File: src/rtl/mips_pkg.sv
// Shared MIPS encodings and default addresses for the PC datapath.
package mips_pkg;

  localparam logic [5:0] OP_SPECIAL = 6'b000000;
  localparam logic [5:0] OP_J       = 6'b000010;
  localparam logic [5:0] OP_JAL     = 6'b000011;
  localparam logic [5:0] OP_BEQ     = 6'b000100;
  localparam logic [5:0] OP_BNE     = 6'b000101;

  localparam logic [5:0] FN_JR      = 6'b001000;
  localparam logic [5:0] FN_JALR    = 6'b001001;

  localparam logic [31:0] RESET_PC_DEF   = 32'h0000_3000;
  localparam logic [31:0] EXC_VECTOR_DEF = 32'h0000_4180;

endpackage

File: src/rtl/ras_stack.sv
// Circular return-address stack; a push onto a full stack overwrites the oldest entry.
module ras_stack #(
  parameter int WIDTH     = 32,
  parameter int RAS_DEPTH = 4
) (
  input  logic             clk,
  input  logic             rst,
  input  logic             push,
  input  logic             pop,
  input  logic [WIDTH-1:0] push_data,
  output logic [WIDTH-1:0] top,
  output logic             valid,
  output logic             overflow
);

  localparam int PTR_W = $clog2(RAS_DEPTH);
  localparam int CNT_W = $clog2(RAS_DEPTH + 1);
  localparam logic [PTR_W-1:0] PTR_ONE  = PTR_W'(1);
  localparam logic [CNT_W-1:0] CNT_ONE  = CNT_W'(1);
  localparam logic [CNT_W-1:0] CNT_FULL = CNT_W'(RAS_DEPTH);

  logic [WIDTH-1:0] mem_q [RAS_DEPTH];
  logic [PTR_W-1:0] ptr_q;
  logic [CNT_W-1:0] cnt_q;
  logic             ovf_q;
  logic [PTR_W-1:0] ptr_inc;
  logic [PTR_W-1:0] ptr_dec;

  assign ptr_inc = ptr_q + PTR_ONE;
  assign ptr_dec = ptr_q - PTR_ONE;

  // The pointer wraps naturally because RAS_DEPTH is a power of two.
  always_ff @(posedge clk or posedge rst) begin
    if (rst) begin
      for (int i = 0; i < RAS_DEPTH; i++) mem_q[i] <= '0;
      ptr_q <= '0;
      cnt_q <= '0;
      ovf_q <= 1'b0;
    end else if (push) begin
      mem_q[ptr_inc] <= push_data;
      ptr_q          <= ptr_inc;
      if (cnt_q == CNT_FULL) ovf_q <= 1'b1;
      else                   cnt_q <= cnt_q + CNT_ONE;
    end else if (pop && (cnt_q != '0)) begin
      ptr_q <= ptr_dec;
      cnt_q <= cnt_q - CNT_ONE;
    end
  end

  assign valid    = (cnt_q != '0);
  assign top      = valid ? mem_q[ptr_q] : '0;
  assign overflow = ovf_q;

endmodule

File: src/rtl/pc_unit.sv
// PC register and next-PC selection for the single-cycle MIPS core,
// with exception entry/return and a return-address stack checking JR targets.
module pc_unit
  import mips_pkg::*;
#(
  parameter int               WIDTH      = 32,
  parameter logic [WIDTH-1:0] RESET_PC   = WIDTH'(RESET_PC_DEF),
  parameter logic [WIDTH-1:0] EXC_VECTOR = WIDTH'(EXC_VECTOR_DEF),
  parameter int               RAS_DEPTH  = 4
) (
  input  logic             clk,
  input  logic             rst,
  input  logic             en,
  input  logic [5:0]       op,
  input  logic [5:0]       funct,
  input  logic [15:0]      branch_delta,
  input  logic [25:0]      jump_target,
  input  logic [WIDTH-1:0] aluout,
  input  logic [WIDTH-1:0] rs_value,
  input  logic             exc_req,
  input  logic             eret,
  output logic [WIDTH-1:0] pc,
  output logic [WIDTH-1:0] pc_plus4,
  output logic [WIDTH-1:0] epc,
  output logic [WIDTH-1:0] ras_top,
  output logic             ras_valid,
  output logic             ras_overflow,
  output logic             ras_mismatch
);

  logic [WIDTH-1:0] pc_q, pc_d;
  logic [WIDTH-1:0] epc_q, epc_d;
  logic             mism_q, mism_d;
  logic             ras_push, ras_pop;
  logic [WIDTH-1:0] br_off, br_tgt, j_tgt;

  assign pc_plus4 = pc_q + WIDTH'(4);
  assign br_off   = {{(WIDTH-18){branch_delta[15]}}, branch_delta, 2'b00};
  assign br_tgt   = pc_plus4 + br_off;
  assign j_tgt    = {pc_q[WIDTH-1:28], jump_target, 2'b00};

  always_comb begin
    pc_d     = pc_q;
    epc_d    = epc_q;
    mism_d   = 1'b0;
    ras_push = 1'b0;
    ras_pop  = 1'b0;
    if (exc_req) begin
      pc_d  = EXC_VECTOR;
      epc_d = pc_q;
    end else if (eret) begin
      pc_d = epc_q;
    end else if (en) begin
      pc_d = pc_plus4;
      case (op)
        OP_BEQ: if (aluout == '0) pc_d = br_tgt;
        OP_BNE: if (aluout != '0) pc_d = br_tgt;
        OP_J:   pc_d = j_tgt;
        OP_JAL: begin
          pc_d     = j_tgt;
          ras_push = 1'b1;
        end
        OP_SPECIAL: begin
          if (funct == FN_JR) begin
            pc_d    = rs_value;
            ras_pop = 1'b1;
            // Prediction is advisory: flag it, but still follow rs_value.
            mism_d  = ras_valid && (rs_value != ras_top);
          end else if (funct == FN_JALR) begin
            pc_d     = rs_value;
            ras_push = 1'b1;
          end
        end
        default: ;
      endcase
    end
  end

  always_ff @(posedge clk or posedge rst) begin
    if (rst) begin
      pc_q   <= RESET_PC;
      epc_q  <= '0;
      mism_q <= 1'b0;
    end else begin
      pc_q   <= pc_d;
      epc_q  <= epc_d;
      mism_q <= mism_d;
    end
  end

  ras_stack #(
    .WIDTH     (WIDTH),
    .RAS_DEPTH (RAS_DEPTH)
  ) u_ras (
    .clk       (clk),
    .rst       (rst),
    .push      (ras_push),
    .pop       (ras_pop),
    .push_data (pc_plus4),
    .top       (ras_top),
    .valid     (ras_valid),
    .overflow  (ras_overflow)
  );

  assign pc           = pc_q;
  assign epc          = epc_q;
  assign ras_mismatch = mism_q;

endmodule

File: config.mk
export PLATFORM = sky130hd
export DESIGN_NAME = pc_unit
export DESIGN_NICKNAME = d
export VERILOG_FILES = /design/src/rtl/mips_pkg.sv /design/src/rtl/ras_stack.sv /design/src/rtl/pc_unit.sv
export SDC_FILE = /design/constraint.sdc
export NUM_CORES = 1
export LEC_CHECK = 0
export CORE_ASPECT_RATIO = 1.1
export CORE_UTILIZATION = 55
export DETAILED_ROUTE_END_ITERATION = 10
export PLACE_DENSITY = 0.85
export RECOVER_POWER = 25
export SYNTH_ARGS = -nofsm -noshare
export SYNTH_HDL_FRONTEND = slang
export SYNTH_SLANG_ARGS = --single-unit
File: constraint.sdc
create_clock -name clk -period 12.7 [get_ports clk]
set_input_delay 1.27 -clock clk [delete_from_list [all_inputs] [get_ports clk]]
set_output_delay 1.27 -clock clk [all_outputs]
set_load 0.02 [all_outputs]
==> impl_metrics.env, run 1 <==
export IMPL_initial_utilization_pct=56.2
export IMPL_area_growth_pct=26.1
export IMPL_worstSetupEndpointType="async pin"
export IMPL_ys_warnings_count=0
export IMPL_firstDrtPassIters=6
export IMPL_hold_start="u_ras.mem_q[118]$_DFFE_PP0P_"
export IMPL_ant_nets=0
export IMPL_ctsResizeCount=0
export IMPL_cts_setup_buffers=0
export IMPL_finalNetCount=1788
export IMPL_p_sw_uw=526
export IMPL_rsz0062_at_grt="false"
export IMPL_drive_gt1_share_pct=7.70
export IMPL_pwr_density_cell_mw_per_mm2=103
export IMPL_die_area_mm2=0.0232
export IMPL_ys_flop_type="dfrtp_1"
export IMPL_drv_cap=2
export IMPL_rr_startpoint="pc[2]$_DFFE_PP0P_"
export IMPL_ctsHtreeMaxLevel=4
export IMPL_max_freq_ghz=0.163
export IMPL_die_x_um=145
export IMPL_drcViolationCount=0
export IMPL_tightest_slew_ps=6120
export IMPL_crit_required_ps=11770
export IMPL_p_leak_nw=6.83
export IMPL_crit_type="in -> async"
export IMPL_finalHoldViolCount=0
export IMPL_swShare_pct=32.5
export IMPL_relSlewSlack_pct=-308
export IMPL_slew_viol_final=219
export IMPL_vias=12417
export IMPL_path_delay_family="buffers and inverters"
export IMPL_antenna_found_initial=0
export IMPL_violations="capacitance limit, slew limit"
export IMPL_final_cell_mix="clkdlybuf4s50_1, nand2_1, dfrtp_1"
export IMPL_cts_sinks=199
export IMPL_total_power_mw=1.62
export IMPL_clockRootBuffer="clkbuf_16"
export IMPL_grt_pass1_vias=12033
export IMPL_ios=254
export IMPL_outcome="finished, violations left"
export IMPL_postSynthCellCount=1423
export IMPL_diodes=0
export IMPL_numPlacedInstances=1900
export IMPL_grt_max_degree=139
export IMPL_syn_nets=1587
export IMPL_worstHoldPathType="reg -> reg"
export IMPL_crit_path_top_delay_cell="clkinvlp_2"
export IMPL_vias_per_cell=6.43
export IMPL_portBuffers=253
export IMPL_clkTransAtPathRegs_ps=80
export IMPL_grt_util_all_layers_pct=38.1
export IMPL_place_gp_congestion=0.983
export IMPL_synth_edf_count=0
export IMPL_startpoint="rst"
export IMPL_final_common_cell="clkdlybuf4s50_1"
export IMPL_overflow=0
export IMPL_dr_first_iter_drc_count=1388
export IMPL_path_max_fanout=138
export IMPL_ctsHoldBuffers=0
export IMPL_pwr_share_comb_pct=23.9
export IMPL_setup_tns_ps=0
export IMPL_cp_num_buf_inv=2
export IMPL_yosysSeqAreaShare_pct=40.1
export IMPL_peakVddDrop_uv=91.0
export IMPL_critical_path_arrival_ps=5200
export IMPL_max_stage_delay_ps=3350
export IMPL_whs_ps=480
export IMPL_path_cells="dlygate4sd3_1, clkinvlp_2"
export IMPL_p_clk_share_pct=34.2
export IMPL_core_area_mm2=0.0221
export IMPL_finalClockSkew_ps=24.0
export IMPL_wire_per_inst_um=22.7
export IMPL_syn_area_mm2=0.0124
export IMPL_rows=57
export IMPL_internal_power_mw=1.09
export IMPL_cts_tree="yes"
export IMPL_dp_hpwl_um=32200
export IMPL_crit_path_start_kind="primary input"
export IMPL_finalSetupViolCount=0
export IMPL_avgSynthCellArea_um2=8.74
export IMPL_grt_pass1_wl_um=67700
export IMPL_ys_ff_latch=199
export IMPL_period_minus_slack_ps=6130
export IMPL_synth_distinct_cells=74
export IMPL_clockBufferDepth=2
export IMPL_fin_crit_sh_pct=48.2
export IMPL_cts_buffers=17
export IMPL_finalNonFillerCells=1932
export IMPL_drt_total_wl_um=43800
export IMPL_clk_latency_ps=460
export IMPL_async_flop_share_pct=100
export IMPL_die_h_um=160
export IMPL_power_frac_seq_pct=41.9
[registers in the layout (all words and copies together) (netlist names)]
register        cells
pc                 32
u_ras.mem_q       128
u_ras.cnt_q         3
u_ras.ptr_q         2
u_ras.overflow      1
epc                32
ras_mismatch        1
[routing by layer]
metal / routed length [um] / global-route usage (%) / up-vias
met2: 20300 / 61.1 / 822
met3: 4900 / 9.00 / 153
met5: 0 / 0 / -
met4: 1710 / 14.9 / 0
li1: - / - / 5489
met1: 16900 / 50.2 / 5953
[worst paths after layout]
kind	to	slack [ps]	cells past startpoint
max in group clk	u_ras.mem_q[1]$_DFFE_PP0P_	6890	7
min	u_ras.mem_q[118]$_DFFE_PP0P_	480	2
min reg2reg	u_ras.mem_q[118]$_DFFE_PP0P_	480	2
min in group asynchronous	pc[7]$_DFFE_PP0P_	3140	2
max	u_ras.ptr_q[1]$_DFFE_PP0P_	6570	2
max reg2reg	pc[26]$_DFFE_PP0P_	7850	15
[layout make-up]
class                      count  area [um^2]
multi-input combinational   1051         6780
fill                        1676         6430
sequential                   199         4980
timing repair buffer         266         2620
clock buffer                  18          429
tap                          295          369
inverter                      89          335
clock inverter                14          161
[cells by family (layout without fill, tap and decap cells)]
group | count (synthesis) | count (layout) | share of synthesized area [%]
compound gates | 440 | 440 | 21.5
simple gates | 440 | 440 | 16.6
flops | 199 | 199 | 40.1
buf+inv | 173 | 387 | 5.46
mux | 73 | 73 | 8.16
xor+xnor | 57 | 57 | 4.02
fa+ha+maj | 41 | 41 | 4.25
[power groups by stage]
| stage | Clock [mW] | Combinational (mW) | Sequential, mW |
|---|---|---|---|
| final | 0.553 | 0.386 | 0.676 |
| after global placement | 0 | 0.372 | 0.686 |
| after detailed placement | 0 | 0.377 | 0.687 |
| after floorplan | 0 | 0.202 | 0.695 |
| after global routing | 0.575 | 0.412 | 0.678 |
| after CTS | 0.553 | 0.379 | 0.675 |
[through the flow]
stage	worst slack, ps	util, %	instance area [um^2]
final	6570	70.9	15700
after global routing	5440	70.9	15700
after CTS	7890	70.9	15700
after detailed placement	7610	68.3	15100
after global placement	7710	68.3	15100
after floorplan	6010	-	12400
[worst reg2reg max path: cells and delay by family, from the launching register on]
kind,cells,cell delay [ps]
AND/OR/NAND/NOR,6,1370
AO/OA/AOI/OAI,4,1060
XOR/XNOR,2,750
adder cells (fa/ha/maj),2,710
flip-flops,1,590
buffers and inverters,1,210
[cell usage after synthesis, types with 20 or more instances]
cell type	instances	area, um^2
xnor2_1	37	324
and2_1	20	125
inv_1	87	327
xor2_1	20	175
mux2_2	37	417
clkbuf_1	58	218
nor3_1	32	160
dfrtp_1	197	4930
a21oi_1	115	576
ha_1	39	488
nor2_1	67	251
nand2_1	210	788
o21ai_0	176	881
nand3_1	20	100
Power figures use the tool's default switching activity.
==> run 2, diff against run 1 <==
- CORE_UTILIZATION: 55 -> 53
- PLACE_DENSITY: 0.85 -> 0.82
- clock period: 12.7 -> 5.8 ns (I/O delays scaled with it)
==> impl_metrics.env, run 2 (synthesis gave the netlist of run 1 again) <==
export IMPL_ant_nets=0
export IMPL_clk_latency_ps=460
export IMPL_violations="capacitance limit, slew limit"
export IMPL_die_h_um=163
export IMPL_ios=254
export IMPL_dr_first_iter_drc_count=1294
export IMPL_wire_per_inst_um=23.3
export IMPL_drt_total_wl_um=45200
export IMPL_finalNetCount=1793
export IMPL_final_cell_mix="clkdlybuf4s50_1, nand2_1, dfrtp_1"
export IMPL_path_cells="clkbuf_1, clkbuf_1, nor3_1, a221o_1, a21oi_1, o21ai_0, a21oi_1, a2111oi_0"
export IMPL_rsz0062_at_grt="false"
export IMPL_final_common_cell="clkdlybuf4s50_1"
export IMPL_seqCellArea_mm2=0.00498
export IMPL_multi_input_area_mm2=0.00678
export IMPL_peakVddDrop_uv=209
export IMPL_grt_pass1_wl_um=69000
export IMPL_slew_viol_final=138
export IMPL_clkTransAtPathRegs_ps=80
export IMPL_rr_startpoint="pc[2]$_DFFE_PP0P_"
export IMPL_core_area_mm2=0.0229
export IMPL_top_register="u_ras.mem_q"
export IMPL_crit_required_ps=5940
export IMPL_period_minus_slack_ps=4630
export IMPL_outcome="finished, violations left"
export IMPL_pwr_density_cell_mw_per_mm2=227
export IMPL_setup_slack_ps=1170
export IMPL_fin_crit_sh_pct=79.8
export IMPL_finalSetupViolCount=0
export IMPL_initial_utilization_pct=54.2
export IMPL_rows=58
export IMPL_vias=12429
export IMPL_place_gp_congestion=1.04
export IMPL_antenna_found_initial=2
export IMPL_dp_slack_ps=1410
export IMPL_tightest_slew_ps=3780
export IMPL_worstHoldPathType="reg -> reg"
export IMPL_crit_path_start_kind="primary input"
export IMPL_finalHoldViolCount=0
export IMPL_crit_type="in -> reg"
export IMPL_grt_pass1_vias=11906
export IMPL_path_max_fanout=78
export IMPL_portBuffers=253
export IMPL_nFillCells=1891
export IMPL_area_growth_pct=26.8
export IMPL_ctsHoldBuffers=0
export IMPL_clockBufferDepth=2
export IMPL_die_x_um=148
export IMPL_overflow=0
export IMPL_dp_hpwl_um=32800
export IMPL_relSlewSlack_pct=-152
export IMPL_cts_tree="yes"
export IMPL_p_leak_nw=6.96
export IMPL_largest_reg_flops=128
export IMPL_crit_path_top_delay_cell="clkbuf_1"
export IMPL_drive_gt1_share_pct=7.98
export IMPL_grt_max_degree=142
export IMPL_cts_buffers=17
export IMPL_clockRootBuffer="clkbuf_16"
export IMPL_setup_tns_ps=0
export IMPL_vias_per_cell=6.40
export IMPL_finalClockSkew_ps=19.7
export IMPL_ctsResizeCount=0
export IMPL_reg2reg_slack_ps=1240
export IMPL_grt_util_all_layers_pct=38.0
export IMPL_firstDrtPassIters=5
export IMPL_max_freq_ghz=0.216
export IMPL_critical_path_arrival_ps=4770
export IMPL_max_stage_delay_ps=2680
export IMPL_hold_start="u_ras.mem_q[54]$_DFFE_PP0P_"
export IMPL_startpoint="exc_req"
export IMPL_cp_num_buf_inv=2
export IMPL_path_delay_family="buffers and inverters"
export IMPL_die_area_mm2=0.0241
export IMPL_worstSetupEndpointType="register"
export IMPL_cts_setup_buffers=0
export IMPL_drcViolationCount=0
export IMPL_ctsHtreeMaxLevel=4
export IMPL_cts_sinks=199
export IMPL_drv_cap=2
==> run 2: changes by cell type in the layout (fill, tap and decap cells not counted), moves of 2 or more <==
cell	previous run	this run
inv_12	0	2
buf_4	12	15
clkinvlp_4	3	1
dlygate4sd3_1	1	34
clkdlybuf4s50_1	250	217
clkinv_8	2	6
==> run 2: metrics by stage <==
step                      hold slack [ps]  total power, mW  std cells  utilization (%)  area (um^2)
after floorplan                       442             1.97       1423                -        12400
after global placement                454             2.33       1910             66.0        15100
after detailed placement              465             2.33       1910             66.0        15100
after CTS                             483             3.56       1942             68.8        15800
after global routing                  503             3.69       1943             68.7        15800
final                                 482             3.57       1943             68.7        15800
==> run 2: path summary, 6_finish.rpt <==
kind                                                    end  depth (start not counted)
worst min register to register  u_ras.mem_q[54]$_DFFE_PP0P_                          2
min in group asynchronous       u_ras.mem_q[32]$_DFFE_PP0P_                          3
worst max-delay path                     pc[17]$_DFFE_PP0P_                          8
worst min-delay path            u_ras.mem_q[54]$_DFFE_PP0P_                          2
worst max register to register           pc[29]$_DFFE_PP0P_                         15
max in group asynchronous        u_ras.ptr_q[1]$_DFFE_PP0P_                          3
==> run 2: layer usage <==
| layer | GRT usage [%] | vias up | part of all wire (%) |
|---|---|---|---|
| li1 | - | 5498 | - |
| met1 | 52.3 | 5975 | 40 |
| met2 | 57.8 | 817 | 44 |
| met3 | 9.08 | 137 | 11 |
| met4 | 15.1 | 2 | 3.9 |
| met5 | 0 | - | 0.027 |
==> run 2: tightest hold or removal path: stages, from the launching register on <==
cell and delay (ps):
dfrtp_1 340, nand2_1 50, o21ai_0 60
==> run 2: layout make-up <==
class	instances	area share, %
multi-input combinational	1051	43.0
sequential	199	31.6
timing repair buffer	271	16.9
clock buffer	17	2.70
tap	300	2.38
inverter	89	2.14
clock inverter	15	1.24
antenna	1	0.0159
==> run 2: power breakdown <==
part,switching (mW),total [mW],internal [mW],leakage [nW]
sequential,0.0668,1.49,1.43,2.72
clock,0.654,1.25,0.594,0.301
combinational,0.492,0.833,0.341,3.94
